[src/rtl/pe_pkg.sv]
// Shared PE definitions: command codes, sequencer state encoding and the
// conv_info field layout used by both the sequencer and PE_top.
package pe_pkg;

    localparam logic [2:0] CMD_NOP        = 3'd0;
    localparam logic [2:0] CMD_SET        = 3'd1;
    localparam logic [2:0] CMD_LOAD_IFMAP = 3'd2;
    localparam logic [2:0] CMD_LOAD_WGHT  = 3'd3;
    localparam logic [2:0] CMD_CONV       = 3'd4;
    localparam logic [2:0] CMD_ACC        = 3'd5;

    typedef enum logic [2:0] {
        IDLE  = 3'd0,
        ISSUE = 3'd1,
        GUARD = 3'd2,
        WAIT  = 3'd3,
        DONE  = 3'd4
    } seq_state_e;

    localparam int CONV_P_MSB = 8;
    localparam int CONV_P_LSB = 6;
    localparam int CONV_Q_MSB = 5;
    localparam int CONV_Q_LSB = 3;
    localparam int CONV_S_MSB = 2;
    localparam int CONV_S_LSB = 0;

endpackage

[src/rtl/pe_cmd_sequencer_if.sv]
// Job-descriptor, PE-instruction and status signals of the PE command sequencer.
// master = sequencer side, slave = job source / PE side.
interface pe_cmd_sequencer_if #(
    parameter int DIM_BITWIDTH     = 3,
    parameter int JOB_CNT_BITWIDTH = 16
);
    logic                          i_job_valid;
    logic                          o_job_ready;
    logic [DIM_BITWIDTH-1:0]       i_job_p;
    logic [DIM_BITWIDTH-1:0]       i_job_q;
    logic [DIM_BITWIDTH-1:0]       i_job_s;
    logic                          i_job_acc;
    logic                          i_job_wght_reuse;
    logic [2:0]                    o_inst_data;
    logic [3*DIM_BITWIDTH-1:0]     o_conv_info;
    logic                          o_inst_valid;
    logic                          i_inst_ready;
    logic                          o_busy;
    logic                          o_done;
    logic                          o_err;
    logic [JOB_CNT_BITWIDTH-1:0]   o_job_cnt;

    modport master (
        input  i_job_valid, i_job_p, i_job_q, i_job_s, i_job_acc, i_job_wght_reuse,
        input  i_inst_ready,
        output o_job_ready, o_inst_data, o_conv_info, o_inst_valid,
        output o_busy, o_done, o_err, o_job_cnt
    );

    modport slave (
        output i_job_valid, i_job_p, i_job_q, i_job_s, i_job_acc, i_job_wght_reuse,
        output i_inst_ready,
        input  o_job_ready, o_inst_data, o_conv_info, o_inst_valid,
        input  o_busy, o_done, o_err, o_job_cnt
    );

endinterface

[src/rtl/pe_cmd_sequencer.sv]
// Per-PE command sequencer: turns one conv job into SET/LOAD_IFMAP/LOAD_WGHT/CONV[/ACC].
// Optional PE_SEQ_WGHT_REUSE_EN lets i_job_wght_reuse skip LOAD_WGHT.
module pe_cmd_sequencer
    import pe_pkg::*;
#(
    parameter int DIM_BITWIDTH     = 3,
    parameter int JOB_CNT_BITWIDTH = 16
) (
    input  logic                 i_clk,
    input  logic                 i_rst_n,
    pe_cmd_sequencer_if.master   bus
);

    seq_state_e                    state_q, state_d;
    logic [2:0]                    cmd_q, cmd_d;
    logic [3*DIM_BITWIDTH-1:0]     info_q, info_d;
    logic                          acc_q, acc_d;
    logic                          reuse_q, reuse_d;
    logic                          err_q, err_d;
    logic [JOB_CNT_BITWIDTH-1:0]   cnt_q, cnt_d;
    logic [2:0]                    nxt_cmd;
    logic                          dim_zero;

    // Successor in the command chain; NOP means the chain is finished.
    function automatic logic [2:0] next_cmd(input logic [2:0] cur,
                                            input logic       acc,
                                            input logic       skip_wght);
        logic [2:0] n;
        n = CMD_NOP;
        case (cur)
            CMD_SET:        n = CMD_LOAD_IFMAP;
            CMD_LOAD_IFMAP: n = skip_wght ? CMD_CONV : CMD_LOAD_WGHT;
            CMD_LOAD_WGHT:  n = CMD_CONV;
            CMD_CONV:       n = acc ? CMD_ACC : CMD_NOP;
            default:        n = CMD_NOP;
        endcase
        return n;
    endfunction

    assign dim_zero = (bus.i_job_p == '0) || (bus.i_job_q == '0) || (bus.i_job_s == '0);
    assign nxt_cmd  = next_cmd(cmd_q, acc_q, reuse_q);

    always_comb begin
        state_d = state_q;
        cmd_d   = cmd_q;
        info_d  = info_q;
        acc_d   = acc_q;
        reuse_d = reuse_q;
        err_d   = 1'b0;
        cnt_d   = cnt_q;
        case (state_q)
            IDLE: begin
                if (bus.i_job_valid) begin
                    if (dim_zero) begin
                        err_d = 1'b1;
                    end else begin
                        info_d  = {bus.i_job_p, bus.i_job_q, bus.i_job_s};
                        acc_d   = bus.i_job_acc;
`ifdef PE_SEQ_WGHT_REUSE_EN
                        reuse_d = bus.i_job_wght_reuse;
`else
                        reuse_d = 1'b0;
`endif
                        cmd_d   = CMD_SET;
                        state_d = ISSUE;
                    end
                end
            end
            ISSUE: begin
                if (bus.i_inst_ready) state_d = GUARD;
            end
            // PE is decoding the command here; its ready is not trustworthy yet.
            GUARD: state_d = WAIT;
            WAIT: begin
                if (bus.i_inst_ready) begin
                    if (nxt_cmd == CMD_NOP) begin
                        state_d = DONE;
                    end else begin
                        cmd_d   = nxt_cmd;
                        state_d = ISSUE;
                    end
                end
            end
            DONE: begin
                cnt_d   = cnt_q + {{(JOB_CNT_BITWIDTH-1){1'b0}}, 1'b1};
                info_d  = '0;
                cmd_d   = CMD_NOP;
                state_d = IDLE;
            end
            default: state_d = IDLE;
        endcase
    end

    always_ff @(posedge i_clk or negedge i_rst_n) begin
        if (!i_rst_n) begin
            state_q <= IDLE;
            cmd_q   <= CMD_NOP;
            info_q  <= '0;
            acc_q   <= 1'b0;
            reuse_q <= 1'b0;
            err_q   <= 1'b0;
            cnt_q   <= '0;
        end else begin
            state_q <= state_d;
            cmd_q   <= cmd_d;
            info_q  <= info_d;
            acc_q   <= acc_d;
            reuse_q <= reuse_d;
            err_q   <= err_d;
            cnt_q   <= cnt_d;
        end
    end

    assign bus.o_inst_valid = (state_q == ISSUE);
    assign bus.o_inst_data  = (state_q == ISSUE) ? cmd_q : CMD_NOP;
    assign bus.o_conv_info  = info_q;
    assign bus.o_job_ready  = (state_q == IDLE);
    assign bus.o_busy       = (state_q != IDLE);
    assign bus.o_done       = (state_q == DONE);
    assign bus.o_err        = err_q;
    assign bus.o_job_cnt    = cnt_q;

endmodule
[src/flat_wrapper.sv]
// flat-port wrapper written by rule: the top's interface ports become plain ports
module pe_cmd_sequencer_flat import pe_pkg::*;
#(
    parameter int DIM_BITWIDTH     = 3,
    parameter int JOB_CNT_BITWIDTH = 16
)
  (i_clk, i_rst_n, bus_i_job_valid, bus_i_job_p, bus_i_job_q, bus_i_job_s, bus_i_job_acc, bus_i_job_wght_reuse, bus_i_inst_ready, bus_o_job_ready, bus_o_inst_data, bus_o_conv_info, bus_o_inst_valid, bus_o_busy, bus_o_done, bus_o_err, bus_o_job_cnt);
  pe_cmd_sequencer_if #(.DIM_BITWIDTH(DIM_BITWIDTH), .JOB_CNT_BITWIDTH(JOB_CNT_BITWIDTH)) bus_i ();
  input  logic i_clk;
  input  logic i_rst_n;
  input wire logic [$bits(bus_i.i_job_valid)-1:0] bus_i_job_valid;
  input wire logic [$bits(bus_i.i_job_p)-1:0] bus_i_job_p;
  input wire logic [$bits(bus_i.i_job_q)-1:0] bus_i_job_q;
  input wire logic [$bits(bus_i.i_job_s)-1:0] bus_i_job_s;
  input wire logic [$bits(bus_i.i_job_acc)-1:0] bus_i_job_acc;
  input wire logic [$bits(bus_i.i_job_wght_reuse)-1:0] bus_i_job_wght_reuse;
  input wire logic [$bits(bus_i.i_inst_ready)-1:0] bus_i_inst_ready;
  output wire logic [$bits(bus_i.o_job_ready)-1:0] bus_o_job_ready;
  output wire logic [$bits(bus_i.o_inst_data)-1:0] bus_o_inst_data;
  output wire logic [$bits(bus_i.o_conv_info)-1:0] bus_o_conv_info;
  output wire logic [$bits(bus_i.o_inst_valid)-1:0] bus_o_inst_valid;
  output wire logic [$bits(bus_i.o_busy)-1:0] bus_o_busy;
  output wire logic [$bits(bus_i.o_done)-1:0] bus_o_done;
  output wire logic [$bits(bus_i.o_err)-1:0] bus_o_err;
  output wire logic [$bits(bus_i.o_job_cnt)-1:0] bus_o_job_cnt;
  assign bus_i.i_job_valid = bus_i_job_valid;
  assign bus_i.i_job_p = bus_i_job_p;
  assign bus_i.i_job_q = bus_i_job_q;
  assign bus_i.i_job_s = bus_i_job_s;
  assign bus_i.i_job_acc = bus_i_job_acc;
  assign bus_i.i_job_wght_reuse = bus_i_job_wght_reuse;
  assign bus_i.i_inst_ready = bus_i_inst_ready;
  assign bus_o_job_ready = bus_i.o_job_ready;
  assign bus_o_inst_data = bus_i.o_inst_data;
  assign bus_o_conv_info = bus_i.o_conv_info;
  assign bus_o_inst_valid = bus_i.o_inst_valid;
  assign bus_o_busy = bus_i.o_busy;
  assign bus_o_done = bus_i.o_done;
  assign bus_o_err = bus_i.o_err;
  assign bus_o_job_cnt = bus_i.o_job_cnt;
  pe_cmd_sequencer #(.DIM_BITWIDTH(DIM_BITWIDTH), .JOB_CNT_BITWIDTH(JOB_CNT_BITWIDTH)) u_core (.i_clk(i_clk), .i_rst_n(i_rst_n), .bus(bus_i));
endmodule
[config.mk]
export PLATFORM = sky130hd
export DESIGN_NAME = pe_cmd_sequencer_flat
export DESIGN_NICKNAME = d
export VERILOG_FILES = /design/src/rtl/pe_pkg.sv /design/src/rtl/pe_cmd_sequencer_if.sv /design/src/rtl/pe_cmd_sequencer.sv /design/src/flat_wrapper.sv
export SDC_FILE = /design/constraint.sdc
export NUM_CORES = 1
export LEC_CHECK = 0
export ABC_CLOCK_PERIOD_IN_PS = 1800
export BUFFER_PORTS_ARGS = -buffer_cell sky130_fd_sc_hd__buf_2
export CORE_ASPECT_RATIO = 0.9
export CORE_MARGIN = 1
export CORE_UTILIZATION = 45
export CTS_BUF_LIST = sky130_fd_sc_hd__clkbuf_8
export DETAILED_ROUTE_END_ITERATION = 7
export PLACE_DENSITY = 0.82
export SETUP_SLACK_MARGIN = 0.02
export SLEW_MARGIN = 5
export SYNTH_ARGS = -nofsm -noshare
export SYNTH_HDL_FRONTEND = slang
export SYNTH_SLANG_ARGS = --single-unit
[constraint.sdc]
create_clock -name i_clk -period 1.8 [get_ports i_clk]
set_input_delay 0.36 -clock i_clk [delete_from_list [all_inputs] [get_ports i_clk]]
set_output_delay 0.36 -clock i_clk [all_outputs]
set_load 0.01 [all_outputs]
-- Yosys cells after proc, flatten, opt, wreduce, memory -nomap -nowiden
Cells that the tools add are included.
- register bits after elaboration: 33
- logic and storage cells: 53
- output and inout bits: 33
- reduce and logical (&&, ||, !) cells: 14
- $add $sub $neg: 1
- equal/unequal tests: 13
- bitwise logic cells: 1
- multiplexer cells: 18
- operator list (operator ; count):
    $mux W3 ; 9
    $pmux W3 S4 ; 2
    $mux W9 ; 2
    $pmux W9 S2 ; 1
    $add A16 B1 Y16 const B ; 1
    $logic_not A3 Y1 ; 5
    $eq A3 B2 Y1 const B ; 4
    $ne A2 B2 Y1 const B ; 5
    $pmux W3 S3 ; 1
    $eq A3 B1 Y1 const B ; 2
    $eq A3 B3 Y1 const B ; 2
    $reduce_and A3 Y1 ; 2
    $reduce_bool A3 Y1 ; 2
    $reduce_and A5 Y1 ; 1
    $reduce_and A4 Y1 ; 1
    $mux W1 ; 3
    $logic_or A1 B1 Y1 ; 2
    $reduce_bool A2 Y1 ; 1
    $not A1 Y1 ; 1

-- Longest topological paths before layout
Gate-level depths: netlist (run 1).
- word-level depth: 6
- depth in mapped cells: 6

-- Worst setup path before layout (run 1)
No wires, ideal clock.
- path kind: in2reg
- start point: in bus_i_job_p[1]
- end point: reg u_core.acc_q
- slack: 163 ps
- cell stages on the path: 6
- required time: 1675 ps
- buffers on the path: 2
- data arrival time: 1513 ps
- cell sequence: or3_4 buf_6 and3_4 buf_6 nand2_1 mux2_2
- longest elaborated chain between the ends: 5
- RTL lines (item ; line ; source):
    start, declared ; flat_wrapper.sv:12 ; input wire logic [$bits(bus_i.i_job_p)-1:0] bus_i_job_p;
    $logic_not A3 Y1 ; pe_cmd_sequencer.sv:40 ; assign dim_zero = (bus.i_job_p == '0) || (bus.i_job_q == '0) || (bus.i_job_s == '0);
    $logic_or A1 B1 Y1 (2 in a row) ; pe_cmd_sequencer.sv:40 ;
    $not A1 Y1 (no source line) ; - ;
    $reduce_and A3 Y1 (no source line) ; - ;
    end signal, assigned ; pe_cmd_sequencer.sv:99 ; acc_q <= 1'b0;
    end signal, assigned ; pe_cmd_sequencer.sv:107 ; acc_q <= acc_d;
    end, declared ; pe_cmd_sequencer.sv:17 ; logic acc_q, acc_d;
No other way between the ends.
A chain may end at the register's enable or synchronous reset.

-- Worst setup path in the final report (run 1)
- start point: reg u_core.state_q[0]
- end point: out bus_o_done
- longest elaborated chain between the ends: 1
- RTL lines (item ; line ; source):
    start, declared ; pe_cmd_sequencer.sv:14 ; seq_state_e state_q, state_d;
    start signal, assigned ; pe_cmd_sequencer.sv:104 ; state_q <= state_d;
    $eq A3 B3 Y1 ; pe_cmd_sequencer.sv:119 ; assign bus.o_done = (state_q == DONE);
    end, declared ; flat_wrapper.sv:23 ; output wire logic [$bits(bus_i.o_done)-1:0] bus_o_done;
No other way between the ends.

==> reports/qor.csv, run 1 <==
stage;metric;value;unit
floorplan;die height;61.1;microns
route;final wirelength;4180;microns
layout;Non-Filler Instances;274;
synthesis;Post-synth ARST share;100;%
pwr;Tot Pwr;2.70;mW
sta;RSZ-0062 raised after global routing;true;
pwr;switching share of power;38.1;%
synthesis;Seq/Total Area, Yosys;47.2;%
worst_setup_path;CP startpoint kind;flop;
sta;clock skew;5.87;ps
worst_setup_path;Critical Path Sink;bus_o_done;
worst_setup_path;r2r setup slk;70;ps
synthesis;number of synthesized flops with an enable pin;0;
floorplan;I/O Pins;48;
clocking;clk buf depth;2;
pwr;Pleak;1.10;nW
sta;Fin. Hold Viols;0;
sta;Final period util;96.3;%
layout;share of layout cells above drive strength 1;36.0;%
synthesis;Synth Register Bits;33;
floorplan;DIE AREA;4140;sq um
outcome;status;completed;
global_routing;global route overflow;0;
sta;Pins Over Slew Limit;0;
clocking;H-tree depth;2;
route;vias per cell;5.64;
pwr;peak supply drop;585;uV
clocking;clock root buffer;clkbuf_8;
sta;Worst-Margin Slew;424;ps
pwr;Comb pwr share;40.4;%
route;Final ANT Viol Nets;0;
route;DRC;0;
layout;area grow syn2layout;24.7;%
clocking;Worst-path clk slew;70;ps
placement;Detail Placement HPWL;3000;microns
clocking;CTS sink cnt;33;
route;drt first pass iters;4;
synthesis;synth warn;0;
pwr;power per cell area;1240;nW/um^2
layout;n_diodes;0;
worst_setup_path;CP startpoint;u_core.state_q[0]$_DFFE_PN0P_;
placement;RePlAce Congestion;0.788;
job;Max Cap Viol;0;
clocking;cts bufs inserted;5;
route;DR WL/cell;15.3;microns
global_routing;all-layer global routing usage;21.6;%
worst_setup_path;worst r2r dst;u_core.bus.o_job_cnt[14]$_DFFE_PN0P_;
synthesis;count of unique library cells instantiated by Yosys;44;
clocking;worst-skew pair later-pin latency;290;ps
floorplan;starting density of the core;47.2;%
clocking;CTS tree;yes;
global_routing;vias in the first global route;1387;
worst_setup_path;required time of the worst setup path;1440;ps
floorplan;std cell rows;21;
sta;fmax;577;MHz
synthesis;area of the mapped netlist;1750;sq um
synthesis;cell taking the most area after synthesis;dfrtp_1;
sta;final count of negative-setup-slack endpoints;0;
floorplan;Die Span X;67.7;microns
synthesis;ys flop type;dfrtp_1;
synthesis;Synth Area per Inst;10.0;sq um
sta;Max transition margin;71.7;%
worst_setup_path;Reg2Reg Depth;5;
global_routing;antenna violations before repair;0;
route;routed vias;1546;
global_routing;first-pass GRT wire length;6440;microns
worst_setup_path;Max FO, Critical Path;8;
route;initial drt markers;202;
pwr;Net Switching;1.03;mW
layout;Total Nets Final;244;
worst_setup_path;crit path capture type;output pin;
pwr;Internal Power;1.67;mW
placement;placed insts;265;
clocking;Post-CTS Hold Fix Bufs;0;
worst_setup_path;crit path kind;flop to output pin;
synthesis;syn nets;190;
placement;Port Buf Inserts;46;
synthesis;area fraction of the dominant cell type after synthesis;47.2;%
floorplan;core area;3700;sq um
global_routing;largest net degree at the start of global routing;21;
pwr;clock power share;20.9;%
hold_path;worst hold path type;input port to async pin;
pwr;Seq pwr share;38.7;%
worst_setup_path;r2r startpoint;u_core.state_q[0]$_DFFE_PN0P_;
synthesis;Synth Instances;174;
sta;final critical-path required period;1730;ps
worst_setup_path;Worst EP arrival;1370;ps
synthesis;main area contributors after synthesis;dfrtp_1 (47%), xnor2_1 (5.0%), a31oi_1 (4.3%);
[final cells by class]
type	count	area, sq um
Timing Repair Buffer	57	313
Multi-Input combinational cell	117	841
Inverter	14	55.1
Fill cell	325	1530
Sequential cell	33	827
Clock inverter	1	3.75
Tap cell	46	57.6
Clock buffer	6	82.6
[worst max-delay path, cell delays in order, from the launching register on]
cell	delay (ps)
dfrtp_2	460
or3b_4	420
inv_4	80
buf_2	120
[flip-flops by register name (all words and copies together) (netlist names)]
| register | flops |
|---|---|
| u_core.acc_q | 1 |
| u_core.bus.o_conv_info | 9 |
| u_core.bus.o_err | 1 |
| u_core.bus.o_job_cnt | 16 |
| u_core.cmd_q | 3 |
| u_core.state_q | 3 |
[synth_stat cells (all sizes together) (2+ instances only)]
master,instances
nor2,10
o21ai,5
buf,9
dfrtp,33
nand4,5
a211o,2
and3,6
o22ai,6
a31oi,12
inv,14
nand2b,2
xor2,6
or3,2
nor4,4
and3b,2
nand3,9
xnor2,10
nor3,3
and2,2
a32oi,3
nand2,11
a21oi,3
[cells in the final DEF (no fill, tap or decap), types with 3 or more instances in the layout]
cell type,count
buf_2,46
buf_4,11
nand2_1,11
o22ai_1,6
xnor2_1,10
nand4_1,5
nand3_1,9
clkbuf_8,6
a32oi_1,3
dfrtp_1,32
nor2_1,9
o21ai_0,4
inv_1,14
xor2_1,6
a31oi_1,12
and3_1,5
[what timing repair did]
item,in CTS,in global routing
pin swaps,1,1
setup buffers,2,0
resized for setup,6,5
setup endpoints to repair,3,5
[how the worst min path moves through the flow]
stage | end | depth (start not counted) | slack (ps)
global placement | u_core.bus.o_job_cnt[13]$_DFFE_PN0P_ | 1 | 320
detailed placement | u_core.bus.o_job_cnt[13]$_DFFE_PN0P_ | 1 | 320
global route | u_core.bus.o_job_cnt[15]$_DFFE_PN0P_ | 1 | 30
CTS | u_core.bus.o_job_cnt[13]$_DFFE_PN0P_ | 1 | 20
floorplan | u_core.acc_q$_DFFE_PN0P_ | 0 | 60
finish | u_core.bus.o_job_cnt[13]$_DFFE_PN0P_ | 1 | 2
[metal layers]
metal | vias to the layer above | global-route usage (%) | share of wire, %
met5 | - | 0 | 0
met1 | 739 | 29.4 | 44
met2 | 58 | 33.4 | 48
met3 | 4 | 6.67 | 6.5
met4 | 0 | 5.47 | 0.81
li1 | 745 | - | -
[power by group through the flow]
| stage | Combinational (mW) | Sequential [mW] | Clock (mW) |
|---|---|---|---|
| floorplan | 0.680 | 1.04 | 0 |
| global placement | 0.979 | 1.04 | 0 |
| detailed placement | 1.01 | 1.05 | 0 |
| CTS | 1.06 | 1.04 | 0.572 |
| global route | 1.22 | 1.08 | 0.605 |
| finish | 1.09 | 1.04 | 0.566 |
[kinds of logic after synthesis]
family          synth area share (%)
compound gates                  15.2
fa+ha+maj                      0.716
mux                            0.644
simple gates                    21.3
buf+inv                         6.87
xor+xnor                        8.02
flops                           47.2
[per-stage QoR]
| step | hold WS [ps] | TNS (ps) | cell area [sq um] | worst slack [ps] | util (%) |
|---|---|---|---|---|---|
| after floorplan | 64.4 | 0 | 1750 | 163 | - |
| after global placement | 321 | 0 | 2040 | 150 | 54.9 |
| after detailed placement | 323 | 0 | 2040 | 138 | 54.9 |
| after CTS | 18.2 | 0 | 2150 | 36.3 | 58.1 |
| after global routing | 32.2 | -0.203 | 2180 | -0.203 | 58.8 |
| final | 2.18 | 0 | 2180 | 66.8 | 58.8 |
No activity file was read; power rests on OpenSTA's default activity.
==> inputs of run 2 (changes only) <==
==> constraint.sdc (replaced) <==
create_clock -name i_clk -period 1.8 [get_ports i_clk]
set_input_delay 0.18 -clock i_clk [delete_from_list [all_inputs] [get_ports i_clk]]
set_output_delay 0.18 -clock i_clk [all_outputs]
set_load 0.01 [all_outputs]
==> reports/qor.csv, run 2 (synthesis results as in run 1) <==
stage;metric;value;unit;change
floorplan;core area;3700;sq um;unchanged
placement;Port Buf Inserts;46;;unchanged
outcome;status;completed;;unchanged
worst_setup_path;required time of the worst setup path;1620;ps;was 1440 ps
layout;area grow syn2layout;22.6;%;was 24.7%
worst_setup_path;r2r startpoint;u_core.state_q[1]$_DFFE_PN0P_;;was u_core.state_q[0]$_DFFE_PN0P_
sta;final critical-path required period;1710;ps;was 1730 ps
layout;max reg flops;16;;unchanged
route;vias per cell;5.62;;was 5.64
layout;share of layout cells above drive strength 1;33.3;%;was 36.0%
worst_setup_path;Reg2Reg Depth;4;;was 5
placement;Detail Placement HPWL;2760;microns;was 3000 microns
clocking;CTS tree;yes;;unchanged
sta;Fin. Hold Viols;0;;unchanged
worst_setup_path;CP startpoint kind;flop;;unchanged
placement;placed insts;261;;was 265
floorplan;DIE AREA;4140;sq um;unchanged
worst_setup_path;Worst EP arrival;1530;ps;was 1370 ps
sta;Max transition margin;51.7;%;was 71.7%
layout;Total Nets Final;240;;was 244
worst_setup_path;worst r2r dst;u_core.bus.o_job_cnt[13]$_DFFE_PN0P_;;was u_core.bus.o_job_cnt[14]$_DFFE_PN0P_
sta;Final period util;95.1;%;was 96.3%
floorplan;std cell rows;21;;unchanged
pwr;peak supply drop;649;uV;was 585 uV
worst_setup_path;CP max stage delay;450;ps;was 460 ps
route;drt first pass iters;4;;unchanged
worst_setup_path;crit path kind;flop to output pin;;unchanged
placement;Post-DP Area;2010;sq um;was 2040 sq um
layout;most frequent cells in the layout;buf_2 (46), dfrtp_1 (30), inv_1 (14);;was buf_2 (46), dfrtp_1 (32), inv_1 (14)
hold_path;worst hold path type;input port to flop;;was input port to async pin
clocking;worst-skew pair later-pin latency;290;ps;about the same
global_routing;global route overflow;0;;unchanged
layout;n_diodes;0;;unchanged
worst_setup_path;crit-path cells;or3b_1 > buf_4 > inv_2 > buf_2;;was or3b_4 > inv_4 > buf_2
sta;clock skew;7.89;ps;was 5.87 ps
route;DR WL/cell;14.2;microns;was 15.3 microns
clocking;clock root buffer;clkbuf_8;;unchanged
route;DRC;0;;unchanged
clocking;cts bufs inserted;5;;unchanged
route;Final ANT Viol Nets;0;;unchanged
pwr;power per cell area;1280;nW/um^2;was 1240 nW/um^2
floorplan;Die Span X;67.7;microns;unchanged
job;Max Cap Viol;0;;unchanged
pwr;Pleak;1.09;nW;was 1.10 nW
clocking;Worst-path clk slew;70;ps;about the same
layout;most common cell after layout, fill and taps aside;buf_2;;unchanged
floorplan;die height;61.1;microns;unchanged
sta;final count of negative-setup-slack endpoints;0;;unchanged
worst_setup_path;Max FO, Critical Path;7;;was 8
route;routed vias;1524;;was 1546
global_routing;all-layer global routing usage;20.6;%;was 21.6%
global_routing;vias in the first global route;1357;;was 1387
route;initial drt markers;160;;was 202
clocking;CTS sink cnt;33;;unchanged
sta;Pins Over Slew Limit;0;;unchanged
sta;Fin Hold WS;123;ps;was 2.18 ps
floorplan;starting density of the core;47.2;%;unchanged
global_routing;first-pass GRT wire length;6200;microns;was 6440 microns
layout;Non-Filler Instances;271;;was 274
clocking;H-tree depth;2;;unchanged
route;final wirelength;3850;microns;was 4180 microns
global_routing;antenna violations before repair;0;;unchanged
placement;RePlAce Congestion;0.794;;was 0.788
hold_path;WHS Endpoint;u_core.acc_q$_DFFE_PN0P_;;
sta;Worst-Margin Slew;724;ps;was 424 ps
sta;TNS Setup;0;ps;unchanged
hold_path;hold path cells;2;;
sta;RSZ-0062 raised after global routing;false;;was true
worst_setup_path;highest-delay cell along the critical path;dfrtp_2;;unchanged
floorplan;I/O Pins;48;;unchanged
worst_setup_path;crit path capture type;output pin;;unchanged
layout;Final Cell Area;2140;sq um;was 2180 sq um
sta;fmax;584;MHz;was 577 MHz
worst_setup_path;r2r setup slk;240;ps;was 70 ps
global_routing;largest net degree at the start of global routing;34;;was 21
clocking;clk buf depth;2;;unchanged
hold_path;worst hold start;bus_i_job_acc;;
[run 2: changes by cell type in the layout (fill, tap and decap cells not counted), sizes merged]
cell | previous run | this run
clkbuf | 6 | 7
buf | 57 | 51
dlygate4sd3 | 0 | 1
bufinv | 0 | 1
[run 2: final cells by class]
class | instances | area (sq um)
clock buffers | 6 | 82.6
clock inverters | 2 | 33.8
fillers | 318 | 1560
inverters | 14 | 52.6
multi-input cells | 117 | 805
flip-flops and latches | 33 | 830
well taps | 46 | 57.6
repair buffers | 53 | 283
[run 2: critical path: cells and delay by family, from the launching register on]
kind / cells / cell delay [ps]
buffers and inverters: 3 / 380
DFF: 1 / 450
and+or+nand+nor: 1 / 420
[run 2: power breakdown]
| group | internal [mW] | switching, mW | total, mW |
|---|---|---|---|
| clock network | 0.445 | 0.268 | 0.713 |
| registers | 0.895 | 0.152 | 1.05 |
| logic | 0.425 | 0.560 | 0.985 |
[run 2: worst max path at each step]
stage	slack, ps	endpoint	startpoint	depth (start not counted)
after global placement	230	u_core.acc_q$_DFFE_PN0P_	u_core.state_q[0]$_DFFE_PN0P_	4
after CTS	20	bus_o_busy	u_core.state_q[0]$_DFFE_PN0P_	4
after detailed placement	200	u_core.bus.o_job_cnt[12]$_DFFE_PN0P_	u_core.state_q[0]$_DFFE_PN0P_	4
after global routing	20	bus_o_done	u_core.state_q[1]$_DFFE_PN0P_	4
after floorplan	240	u_core.acc_q$_DFFE_PN0P_	u_core.state_q[0]$_DFFE_PN0P_	6
final	90	bus_o_done	u_core.state_q[1]$_DFFE_PN0P_	4
[run 2: per-stage QoR]
step	setup WS [ps]	utilization [%]	total power [mW]
3_5_place_dp	205	54.1	2.02
5_1_grt	20.4	57.9	2.95
3_3_place_gp	233	54.1	1.99
6_report	88.9	57.9	2.75
4_1_cts	24.2	57.6	2.74
2_1_floorplan	243	-	1.72
[run 2: timing repair]
action                     in CTS  in global routing
resized for setup               3                  2
setup endpoints to repair       3                  3
hold endpoints to repair       33                  0
hold buffers                    1                  0
setup buffers                   0                  1
[run 2: routing by layer]
| metal | vias up | share of wire (%) | GRT usage [%] |
|---|---|---|---|
| li1 | 732 | - | - |
| met1 | 740 | 47 | 27.2 |
| met2 | 48 | 46 | 31.5 |
| met3 | 4 | 6.3 | 5.19 |
| met4 | 0 | 0.83 | 10.0 |
| met5 | - | 0 | 0 |
